<file path="src/rtl/fft_seq_pkg.sv">
// fft_seq_pkg: shared state type and default geometry for the FFT frame sequencer.
package fft_seq_pkg;
  localparam int BW_DEF = 16;
  localparam int N_DEF = 512;
  localparam int RD_LAT_DEF = 1;
  localparam int HALF_BINS = N_DEF / 2;
  typedef enum logic [2:0] {
    S_IDLE,
    S_CLEAR,
    S_LOAD,
    S_START,
    S_WAIT,
    S_SCAN,
    S_REPORT
  } state_t;
endpackage

</file>
<file path="src/rtl/fft_peak_tracker.sv">
// fft_peak_tracker: |re|+|im| of one complex bin and a registered running maximum with its bin index.
module fft_peak_tracker
  import fft_seq_pkg::*;
#(
  parameter int BW = BW_DEF,
  parameter int BINW = 8
) (
  input  logic              clk,
  input  logic              reset,
  input  logic              i_clr,
  input  logic              i_en,
  input  logic [BINW-1:0]   i_bin,
  input  logic [2*BW-1:0]   i_data,
  output logic [BINW-1:0]   o_bin,
  output logic [BW:0]       o_mag
);
  logic signed [BW:0] w_re;
  logic signed [BW:0] w_im;
  logic [BW:0] w_mag;
  // One guard bit keeps |-2^(BW-1)| exact; the sum of two such values still fits BW+1 bits.
  assign w_re = {i_data[BW-1], i_data[BW-1:0]};
  assign w_im = {i_data[2*BW-1], i_data[2*BW-1:BW]};
  assign w_mag = (w_re[BW] ? -w_re : w_re) + (w_im[BW] ? -w_im : w_im);
  always_ff @(posedge clk) begin
    if (!reset || i_clr) begin
      o_bin <= '0;
      o_mag <= '0;
    end else if (i_en && w_mag > o_mag) begin
      o_bin <= i_bin;
      o_mag <= w_mag;
    end
  end
endmodule

</file>
<file path="src/rtl/fft_frame_sequencer.sv">
// fft_frame_sequencer: loads N samples into the FFT core, starts it, scans the half spectrum and reports the peak bin.
// Optional FFT_SEQ_MAG_THRESH_EN: weak peaks (below MAG_THRESH) pulse no_signal instead of result_valid.
module fft_frame_sequencer
  import fft_seq_pkg::*;
#(
  parameter int BW = BW_DEF,
  parameter int N = N_DEF,
  parameter int RD_LAT = RD_LAT_DEF,
`ifdef FFT_SEQ_MAG_THRESH_EN
  parameter int MAG_THRESH = 64,
`endif
  parameter int M = $clog2(N)
) (
  input  logic            clk,
  input  logic            reset,
  input  logic            run,
  input  logic            s_valid,
  input  logic [BW-1:0]   s_data,
  output logic            s_ready,
  output logic            fft_reset,
  output logic            fft_load,
  output logic            fft_start,
  output logic [M-1:0]    fft_rd_adr,
  output logic [2*BW-1:0] fft_wd,
  input  logic            fft_done,
  input  logic [2*BW-1:0] fft_rdata,
  output logic [M-2:0]    peak_bin,
  output logic [BW:0]     peak_mag,
  output logic            result_valid,
`ifdef FFT_SEQ_MAG_THRESH_EN
  output logic            no_signal,
`endif
  output logic            busy
);
  localparam int HALF = N / 2;
  localparam int SW = $clog2(HALF + RD_LAT + 1);
  localparam logic [SW-1:0] SCAN_LAST = SW'(HALF + RD_LAT - 1);
  localparam logic [SW-1:0] FIRST_BIN = SW'(RD_LAT + 1);
  state_t r_state;
  state_t w_next;
  logic [M-1:0] r_cnt;
  logic [SW-1:0] r_scan;
  logic [M-2:0] r_peak_bin;
  logic [BW:0] r_peak_mag;
  logic [M-2:0] w_trk_bin;
  logic [BW:0] w_trk_mag;
  logic [M-2:0] w_bin;
  logic w_hs;
  logic w_last;
  logic w_scan_end;
  logic w_clr;
  logic w_en;
`ifdef FFT_SEQ_MAG_THRESH_EN
  logic w_strong;
  assign w_strong = w_trk_mag >= (BW+1)'(MAG_THRESH);
`endif
  assign w_hs = (r_state == S_LOAD) && s_valid;
  assign w_last = w_hs && (r_cnt == M'(N - 1));
  assign w_scan_end = (r_state == S_SCAN) && (r_scan == SCAN_LAST);
  assign w_clr = (r_state == S_WAIT) && fft_done;
  // DC (bin 0) is skipped, so evaluation starts one cycle after the read latency.
  assign w_en = (r_state == S_SCAN) && (r_scan >= FIRST_BIN);
  assign w_bin = (M-1)'(r_scan - SW'(RD_LAT));
  assign fft_rd_adr = r_cnt;
  assign fft_wd = {{BW{1'b0}}, s_data};
  assign busy = r_state != S_IDLE;
  assign peak_bin = (r_state == S_REPORT) ? w_trk_bin : r_peak_bin;
  assign peak_mag = (r_state == S_REPORT) ? w_trk_mag : r_peak_mag;
  always_comb begin
    w_next = r_state;
    s_ready = 1'b0;
    fft_load = 1'b0;
    fft_start = 1'b0;
    fft_reset = ~reset;
    result_valid = 1'b0;
`ifdef FFT_SEQ_MAG_THRESH_EN
    no_signal = 1'b0;
`endif
    case (r_state)
      S_IDLE: w_next = run ? S_CLEAR : S_IDLE;
      S_CLEAR: begin
        fft_reset = 1'b1;
        w_next = S_LOAD;
      end
      S_LOAD: begin
        s_ready = 1'b1;
        fft_load = s_valid;
        w_next = w_last ? S_START : S_LOAD;
      end
      S_START: begin
        fft_start = 1'b1;
        w_next = S_WAIT;
      end
      S_WAIT: w_next = fft_done ? S_SCAN : S_WAIT;
      S_SCAN: w_next = w_scan_end ? S_REPORT : S_SCAN;
      S_REPORT: begin
`ifdef FFT_SEQ_MAG_THRESH_EN
        result_valid = w_strong;
        no_signal = ~w_strong;
`else
        result_valid = 1'b1;
`endif
        w_next = run ? S_CLEAR : S_IDLE;
      end
      default: w_next = S_IDLE;
    endcase
  end
  always_ff @(posedge clk) begin
    if (!reset) begin
      r_state <= S_IDLE;
      r_cnt <= '0;
      r_scan <= '0;
      r_peak_bin <= '0;
      r_peak_mag <= '0;
    end else begin
      r_state <= w_next;
      r_cnt <= (r_state == S_CLEAR) ? '0 : r_cnt + M'(w_hs);
      r_scan <= (r_state == S_SCAN) ? r_scan + SW'(1) : '0;
      if (r_state == S_REPORT) begin
        r_peak_bin <= w_trk_bin;
        r_peak_mag <= w_trk_mag;
      end
    end
  end
  fft_peak_tracker #(
    .BW(BW),
    .BINW(M - 1)
  ) u_trk (
    .clk(clk),
    .reset(reset),
    .i_clr(w_clr),
    .i_en(w_en),
    .i_bin(w_bin),
    .i_data(fft_rdata),
    .o_bin(w_trk_bin),
    .o_mag(w_trk_mag)
  );
endmodule

</file>
<file path="config.mk">
export PLATFORM = sky130hd
export DESIGN_NAME = fft_frame_sequencer
export DESIGN_NICKNAME = d
export VERILOG_FILES = /design/src/rtl/fft_seq_pkg.sv /design/src/rtl/fft_peak_tracker.sv /design/src/rtl/fft_frame_sequencer.sv
export SDC_FILE = /design/constraint.sdc
export NUM_CORES = 1
export LEC_CHECK = 0
export ABC_AREA = 1
export BUFFER_PORTS_ARGS = -buffer_cell sky130_fd_sc_hd__buf_2
export CORE_ASPECT_RATIO = 1.4
export CORE_MARGIN = 4
export CORE_UTILIZATION = 40
export DETAILED_ROUTE_END_ITERATION = 8
export GPL_ROUTABILITY_DRIVEN = 0
export PLACE_DENSITY = 0.71
export SLEW_MARGIN = 20
export SYNTH_ARGS = -nofsm -noshare
export SYNTH_HDL_FRONTEND = slang
export SYNTH_SLANG_ARGS = --single-unit
</file>
<file path="constraint.sdc">
create_clock -name clk -period 5.35 [get_ports clk]
set_clock_uncertainty 0.2 [all_clocks]
set_input_delay 1.07 -clock clk [delete_from_list [all_inputs] [get_ports clk]]
set_output_delay 1.07 -clock clk [all_outputs]
set_load 0.01 [all_outputs]
</file>
=== Word-level counts from Yosys, hierarchy flattened ===
Cells that the tools add are included.

* Register bits: 71
* Input bits: 53
* Output and inout port bits: 72
* Word-level logic and storage cells: 51

* Add/sub/neg operators: 6
* $lt $le $gt $ge: 2
* Equal/unequal tests: 8
* Mux-type cells: 14
* Bitwise gates (word level): 1
* Reductions and logical operators: 13

{| class="wikitable"
|+ Operator list
! operator !! number
|-
| two-way mux 17 bit || 3
|-
| negation 16 -> 17 bit || 2
|-
| == test 9 bit (second input constant) || 2
|-
| one-hot mux 3 bit (6 select lines) || 1
|-
| adder 17 bit || 1
|-
| greater-than comparator 17 bit || 1
|-
| adder 9 x 1 -> 9 bit || 1
|-
| adder 9 x 1 -> 9 bit (second input constant) || 1
|-
| == test 3 bit (second input constant) || 3
|-
| greater-or-equal comparator 9 x 2 -> 1 bit (second input constant) || 1
|-
| two-way mux 1 bit || 8
|-
| two-way mux 8 bit || 1
|-
| subtractor 8 x 1 -> 8 bit (second input constant) || 1
|-
| == test 3 x 2 -> 1 bit (second input constant) || 2
|-
| logical AND 1 bit || 6
|-
| OR reduction 2 bit || 2
|-
| == test 3 x 1 -> 1 bit (second input constant) || 1
|-
| zero test 3 bit || 1
|-
| nonzero test 3 bit || 1
|-
| two-way mux 2 bit || 1
|-
| AND reduction 2 bit || 1
|-
| zero test 1 bit || 1
|-
| logical OR 1 bit || 1
|-
| NOT 1 bit || 1
|}

=== Depth between registers and ports, before layout ===
* Word-level depth: 5
* Depth in mapped cells: 29

=== Modules after synthesis ===
Synthesis repeated with hierarchy kept, for this count alone.

* Cells, all modules: 868
* Area total of the unflattened synthesis: 5470.2 µm²

{| class="wikitable"
|+ By module, submodules not included
! module !! instances !! cells an instance !! area each (µm²) !! seq. area each (µm²)
|-
| fft_peak_tracker || 1 || 533 || 3111.7 || 500.5
|-
| fft_frame_sequencer || 1 || 335 || 2358.5 || 920.9
|}

=== Worst setup path after synthesis ===
Ideal clock, no wire load.

* Path type: input-to-reg
* Start: input port fft_rdata[17]
* End: register u_trk.o_mag[10]
* Data arrival time: 4.107 ns
* Data required time: 5.036 ns
* Setup slack: 0.929 ns
* Stages: 28
* Buffers on the path: 1
* Cells stage by stage: inv_1 -> ha_1 -> nand3_1 -> nor2_1 -> nand2_1 -> o21ai_0 -> nand2_1 -> xor2_1 -> ha_1 -> nand2_1 -> inv_1 -> nand2_1 -> nand3_1 -> a21oi_1 -> nand2_1 -> nand2_1 -> nand2_1 -> ha_1 -> nand2_1 -> nor3_1 -> nand2_1 -> nor2_1 -> nor2_4 -> nand2_8 -> buf_12 -> nand2_4 -> nand2_2 -> nor2_2

* Cells in the longest elaborated chain, start to end: 5

{| class="wikitable"
|+ Ends and longest elaborated chain
! what !! RTL line !! text
|-
| start, declared || fft_frame_sequencer.sv:26 || <nowiki>input logic [2*BW-1:0] fft_rdata,</nowiki>
|-
| negation 16 -> 17 bit || fft_peak_tracker.sv:23 || <nowiki>assign w_mag = (w_re[BW] ? -w_re : w_re) + (w_im[BW] ? -w_im : w_im);</nowiki>
|-
| two-way mux 17 bit * || fft_peak_tracker.sv:23 ||
|-
| adder 17 bit * || fft_peak_tracker.sv:23 ||
|-
| net u_trk.w_mag[13] || fft_peak_tracker.sv:19 || <nowiki>logic [BW:0] w_mag;</nowiki>
|-
| greater-than comparator 17 bit * || fft_peak_tracker.sv:28 || <nowiki>end else if (i_en && w_mag > o_mag) begin</nowiki>
|-
| logical AND 1 bit * || fft_peak_tracker.sv:28 ||
|-
| end signal, assigned || fft_peak_tracker.sv:30 || <nowiki>o_mag <= w_mag;</nowiki>
|-
| end, declared || fft_peak_tracker.sv:15 || <nowiki>output logic [BW:0] o_mag</nowiki>
|}

The timed path passes the listed nets; every way through them passes the cells marked *.
A chain may end at the register's enable or synchronous reset.

=== Final worst setup path ===
* Start: input port fft_rdata[16]
* End: register u_trk.o_mag[14]

* Cells in the longest elaborated chain, start to end: 5

{| class="wikitable"
|+ Ends and longest elaborated chain
! what !! RTL line
|-
| negation 16 -> 17 bit || fft_peak_tracker.sv:23
|-
| two-way mux 17 bit * || fft_peak_tracker.sv:23
|-
| adder 17 bit * || fft_peak_tracker.sv:23
|-
| net u_trk.w_mag[14] || fft_peak_tracker.sv:19
|-
| greater-than comparator 17 bit || fft_peak_tracker.sv:28
|-
| logical AND 1 bit || fft_peak_tracker.sv:28
|}

Marked as above.

==> flow_results.xml <==
<?xml version="1.0" encoding="UTF-8"?>
<metrics>
  <group name="routing">
    <metric name="first_pass_drt_iterations" unit="">4</metric>
    <metric name="wire_per_inst" unit="microns">10.8</metric>
    <metric name="route.antenna.remaining_nets" unit="">0</metric>
    <metric name="vias_per_cell" unit="">4.62</metric>
    <metric name="first_iter_violations" unit="">250</metric>
    <metric name="route.vias.total" unit="">5117</metric>
    <metric name="detail_route.drc_violations" unit="">0</metric>
    <metric name="postRouteWirelength" unit="mm">12.0</metric>
  </group>
  <group name="floorplan">
    <metric name="placement_rows" unit="">51</metric>
    <metric name="floorplan.die.height" unit="microns">150</metric>
    <metric name="ioPinCount" unit="">125</metric>
    <metric name="core_area" unit="sq um">14000</metric>
    <metric name="dieArea" unit="sq um">16500</metric>
    <metric name="die_width" unit="microns">110</metric>
    <metric name="initial_utilization" unit="%">41.3</metric>
  </group>
  <group name="worst_hold_path">
    <metric name="hold_path.startpoint" unit="">r_scan[0]</metric>
    <metric name="worst_hold_path.num_cells" unit="">1</metric>
    <metric name="hold_path_endpoint" unit="">r_scan[0]</metric>
    <metric name="min_path_type" unit="">register to register</metric>
  </group>
  <group name="grt">
    <metric name="grt_pass1_wl" unit="mm">20.0</metric>
    <metric name="maximum_number_of_pins_on_one_net_before_global_route_repair" unit="">77</metric>
    <metric name="grt_antenna_before_repair" unit="">0</metric>
    <metric name="grt_usage" unit="%">14.8</metric>
    <metric name="number_of_global_route_vias_before_repair" unit="">4665</metric>
    <metric name="global_route.overflow_total" unit="">0</metric>
  </group>
  <group name="timing">
    <metric name="final_period_minus_worst_setup_slack" unit="ns">4.87</metric>
    <metric name="fin_tns_setup" unit="ns">0</metric>
    <metric name="finalSetupViolations" unit="">0</metric>
    <metric name="min_period_over_period" unit="%">91.1</metric>
    <metric name="rsz0062_at_grt" unit="">no</metric>
    <metric name="timing.slew.headroom" unit="%">31.9</metric>
    <metric name="timing_max_transition_violations_final" unit="">0</metric>
    <metric name="setup_slack" unit="ns">0.477</metric>
    <metric name="timing.final.hold_violations" unit="">0</metric>
    <metric name="max_slew.worst_pin.slew" unit="ns">1.02</metric>
    <metric name="hold_slack" unit="ns">0.267</metric>
    <metric name="clock.fmax" unit="MHz">205</metric>
  </group>
  <group name="synth">
    <metric name="ys_top_cells_by_area" unit="">sky130_fd_sc_hd__dfxtp_1 (25%), sky130_fd_sc_hd__nand2_1 (11%), sky130_fd_sc_hd__inv_1 (9.5%), sky130_fd_sc_hd__ha_1 (8.9%), sky130_fd_sc_hd__nor2_1 (5.2%)</metric>
    <metric name="syn_inst" unit="">865</metric>
    <metric name="total_of_warnings_raised_by_yosys" unit="">0</metric>
    <metric name="post_synth_num_cell_types" unit="">41</metric>
    <metric name="synthesis.area_per_instance" unit="sq um">6.70</metric>
    <metric name="synth.top_cell.area_share" unit="%">24.5</metric>
    <metric name="yosys.area.top_type" unit="">sky130_fd_sc_hd__dfxtp_1</metric>
    <metric name="syn-cell-area" unit="sq um">5790</metric>
    <metric name="number_of_synthesized_register_bits" unit="">71</metric>
    <metric name="ys_seq_area_share" unit="%">24.5</metric>
  </group>
  <group name="clock_network">
    <metric name="tritoncts_num_sinks" unit="">71</metric>
    <metric name="clkTransAtPathRegs" unit="ns">0.06</metric>
    <metric name="post_cts_hold_buffer_count" unit="">0</metric>
    <metric name="cts_inserted_buffers" unit="">9</metric>
    <metric name="ctsResizeCount" unit="">0</metric>
    <metric name="cts.path.max_buffers" unit="">2</metric>
    <metric name="clock_insertion_delay_worst_skew" unit="ns">0.33</metric>
    <metric name="clockRootBuffer" unit="">sky130_fd_sc_hd__clkbuf_16</metric>
    <metric name="htree_levels" unit="">3</metric>
    <metric name="tritoncts" unit="">built</metric>
    <metric name="cts_post_setup_buffers_inserted" unit="">0</metric>
  </group>
  <group name="power_and_ir_drop">
    <metric name="powerDensity" unit="nW/um^2">262</metric>
    <metric name="switching_share" unit="%">31.2</metric>
    <metric name="vdd_drop_max" unit="mV">0.164</metric>
    <metric name="p_int" unit="mW">1.16</metric>
    <metric name="netSwitchingPower" unit="uW">526</metric>
    <metric name="total_leakage_power" unit="nW">3.26</metric>
    <metric name="power.clock.fraction" unit="%">39.2</metric>
    <metric name="power_frac_comb" unit="%">29.2</metric>
    <metric name="design_power_total" unit="mW">1.69</metric>
    <metric name="seqPwrFrac" unit="%">31.6</metric>
  </group>
  <group name="placement">
    <metric name="inst_count_dp" unit="">1091</metric>
    <metric name="dp_hpwl" unit="mm">9.72</metric>
    <metric name="placement.io_buffers" unit="">76</metric>
    <metric name="place_ws" unit="ns">0.161</metric>
    <metric name="placedInstanceArea" unit="sq um">6100</metric>
  </group>
  <group name="finish">
    <metric name="fin_area" unit="sq um">6440</metric>
    <metric name="layout_area_overhead" unit="%">11.2</metric>
    <metric name="stdcell_count" unit="">1107</metric>
    <metric name="n_fill_cell" unit="">1496</metric>
    <metric name="final_net_count" unit="">1012</metric>
    <metric name="antenna_cells_inserted" unit="">0</metric>
    <metric name="post_route_cells_drive_above_1_share" unit="%">20.3</metric>
    <metric name="finalCoreUtilization" unit="%">45.9</metric>
    <metric name="multi_input_comb_area" unit="sq um">3480</metric>
    <metric name="seq_area" unit="sq um">1420</metric>
  </group>
  <group name="setup_path">
    <metric name="worst_r2r_endpoint" unit="">fft_rd_adr[6]</metric>
    <metric name="timing.critical_path.max_delay_family" unit="">simple AND/OR/NAND/NOR gates</metric>
    <metric name="crit_path_max_fo" unit="">40</metric>
    <metric name="crit-reg2reg-launch" unit="">r_state[0]</metric>
    <metric name="critical-path-max-stage-delay" unit="ns">0.39</metric>
    <metric name="crit_path_end_kind" unit="">register</metric>
    <metric name="kind_of_launch_point_of_the_worst_setup_path" unit="">primary input</metric>
    <metric name="critPathBufInv" unit="">2</metric>
    <metric name="critical_path_required" unit="ns">5.37</metric>
    <metric name="logic_depth_of_the_worst_register_to_register_path" unit="">10</metric>
    <metric name="timing.reg2reg.setup_slack" unit="ns">3.04</metric>
    <metric name="worst_ep_arrival_time" unit="ns">4.89</metric>
    <metric name="worst_path_most_repeated_cell" unit="">sky130_fd_sc_hd__nand2_1</metric>
    <metric name="critical_path.slowest_cell" unit="">sky130_fd_sc_hd__ha_1</metric>
    <metric name="critical_path_class" unit="">primary input to register</metric>
  </group>
  <group name="status">
    <metric name="outcome" unit="">finished, final reports clean</metric>
  </group>
  <group name="run">
    <metric name="maxCapViolations" unit="">0</metric>
  </group>
</metrics>
[routing by layer]
layer / track usage, % / share of wire, % / vias up
li1: - / - / 2771
met1: 16.6 / 44 / 2233
met2: 28.1 / 50 / 94
met3: 2.23 / 3.5 / 19
met4: 4.74 / 1.8 / 0
met5: 0 / 0 / -
[power by group through the flow]
| stage | registers [mW] | logic (mW) | clock network [mW] |
|---|---|---|---|
| after CTS | 0.533 | 0.498 | 0.678 |
| after global routing | 0.533 | 0.579 | 0.699 |
| after floorplan | 0.545 | 0.400 | 0 |
| after detailed placement | 0.545 | 0.494 | 0 |
| final | 0.533 | 0.493 | 0.662 |
| after global placement | 0.545 | 0.492 | 0 |
[cells by family after synthesis]
group                    after synthesis  share of synthesized area (%)
AO/OA/AOI/OAI                        105                           10.4
XOR/XNOR                              39                           5.90
adder cells (fa/ha/maj)               42                           9.20
buffers and inverters                203                           16.4
flip-flops                            71                           24.5
other                                  1                         0.0647
AND/OR/NAND/NOR                      404                           33.5
[cells in the final DEF, fill, tap and decap left out, types with 4 or more instances in the layout]
| cell | instances |
|---|---|
| sky130_fd_sc_hd__inv_2 | 5 |
| sky130_fd_sc_hd__nor2_1 | 80 |
| sky130_fd_sc_hd__or2_2 | 26 |
| sky130_fd_sc_hd__clkbuf_16 | 9 |
| sky130_fd_sc_hd__a21oi_1 | 55 |
| sky130_fd_sc_hd__dfxtp_1 | 71 |
| sky130_fd_sc_hd__a211oi_1 | 25 |
| sky130_fd_sc_hd__ha_1 | 41 |
| sky130_fd_sc_hd__xnor2_1 | 15 |
| sky130_fd_sc_hd__nand2_1 | 165 |
| sky130_fd_sc_hd__nand2_2 | 21 |
| sky130_fd_sc_hd__inv_1 | 145 |
| sky130_fd_sc_hd__nand2_4 | 10 |
| sky130_fd_sc_hd__nand4_1 | 9 |
| sky130_fd_sc_hd__nor3_1 | 15 |
| sky130_fd_sc_hd__nor2_2 | 23 |
| sky130_fd_sc_hd__o21ai_0 | 18 |
| sky130_fd_sc_hd__nand3_1 | 36 |
| sky130_fd_sc_hd__xor2_1 | 24 |
| sky130_fd_sc_hd__conb_1 | 16 |
| sky130_fd_sc_hd__buf_2 | 76 |
| sky130_fd_sc_hd__nor3b_1 | 4 |
| sky130_fd_sc_hd__nor4_1 | 4 |
[state kept, by name (all words and copies together), names as in the netlist]
signal / flops
r_peak_mag: 17
u_trk.o_mag: 17
fft_rd_adr: 9
r_scan: 9
r_peak_bin: 8
u_trk.o_bin: 8
r_state: 3
[final cells by class]
class	count	area share (%)
clock inverter	4	1.18
clock buffer	12	4.14
timing repair buffer	79	6.25
sequential	71	22.1
inverter	150	8.74
multi-input combinational	606	54.0
tap	185	3.59
[Yosys cell counts (all sizes together)]
| library cell | count |
|---|---|
| nand3b | 1 |
| and2 | 3 |
| nor3 | 16 |
| fa | 1 |
| conb | 1 |
| ha | 41 |
| a31oi | 3 |
| o31ai | 2 |
| nand3 | 37 |
| clkbuf | 9 |
| nor2 | 104 |
| nand4 | 9 |
| xnor2 | 15 |
| xor2 | 24 |
| o21ai | 19 |
| buf | 44 |
| dfxtp | 71 |
| nor4 | 5 |
| nor3b | 4 |
| a21oi | 55 |
| and3 | 1 |
| nand2 | 197 |
| inv | 150 |
| or2 | 27 |
| o21bai | 1 |
| a211oi | 25 |
[worst max-delay path by stage]
stage,startpoint,end,slack [ns],cells after the start
4_1_cts,fft_rdata[17],u_trk.o_mag[14],0.48,25
3_5_place_dp,fft_rdata[17],u_trk.o_bin[4],0.16,25
3_3_place_gp,fft_rdata[16],u_trk.o_mag[2],0.18,25
2_1_floorplan,fft_rdata[17],u_trk.o_mag[10],0.93,28
5_1_grt,fft_rdata[17],u_trk.o_mag[15],0.09,27
6_report,fft_rdata[16],u_trk.o_mag[14],0.48,25
Power figures use the tool's default switching activity.
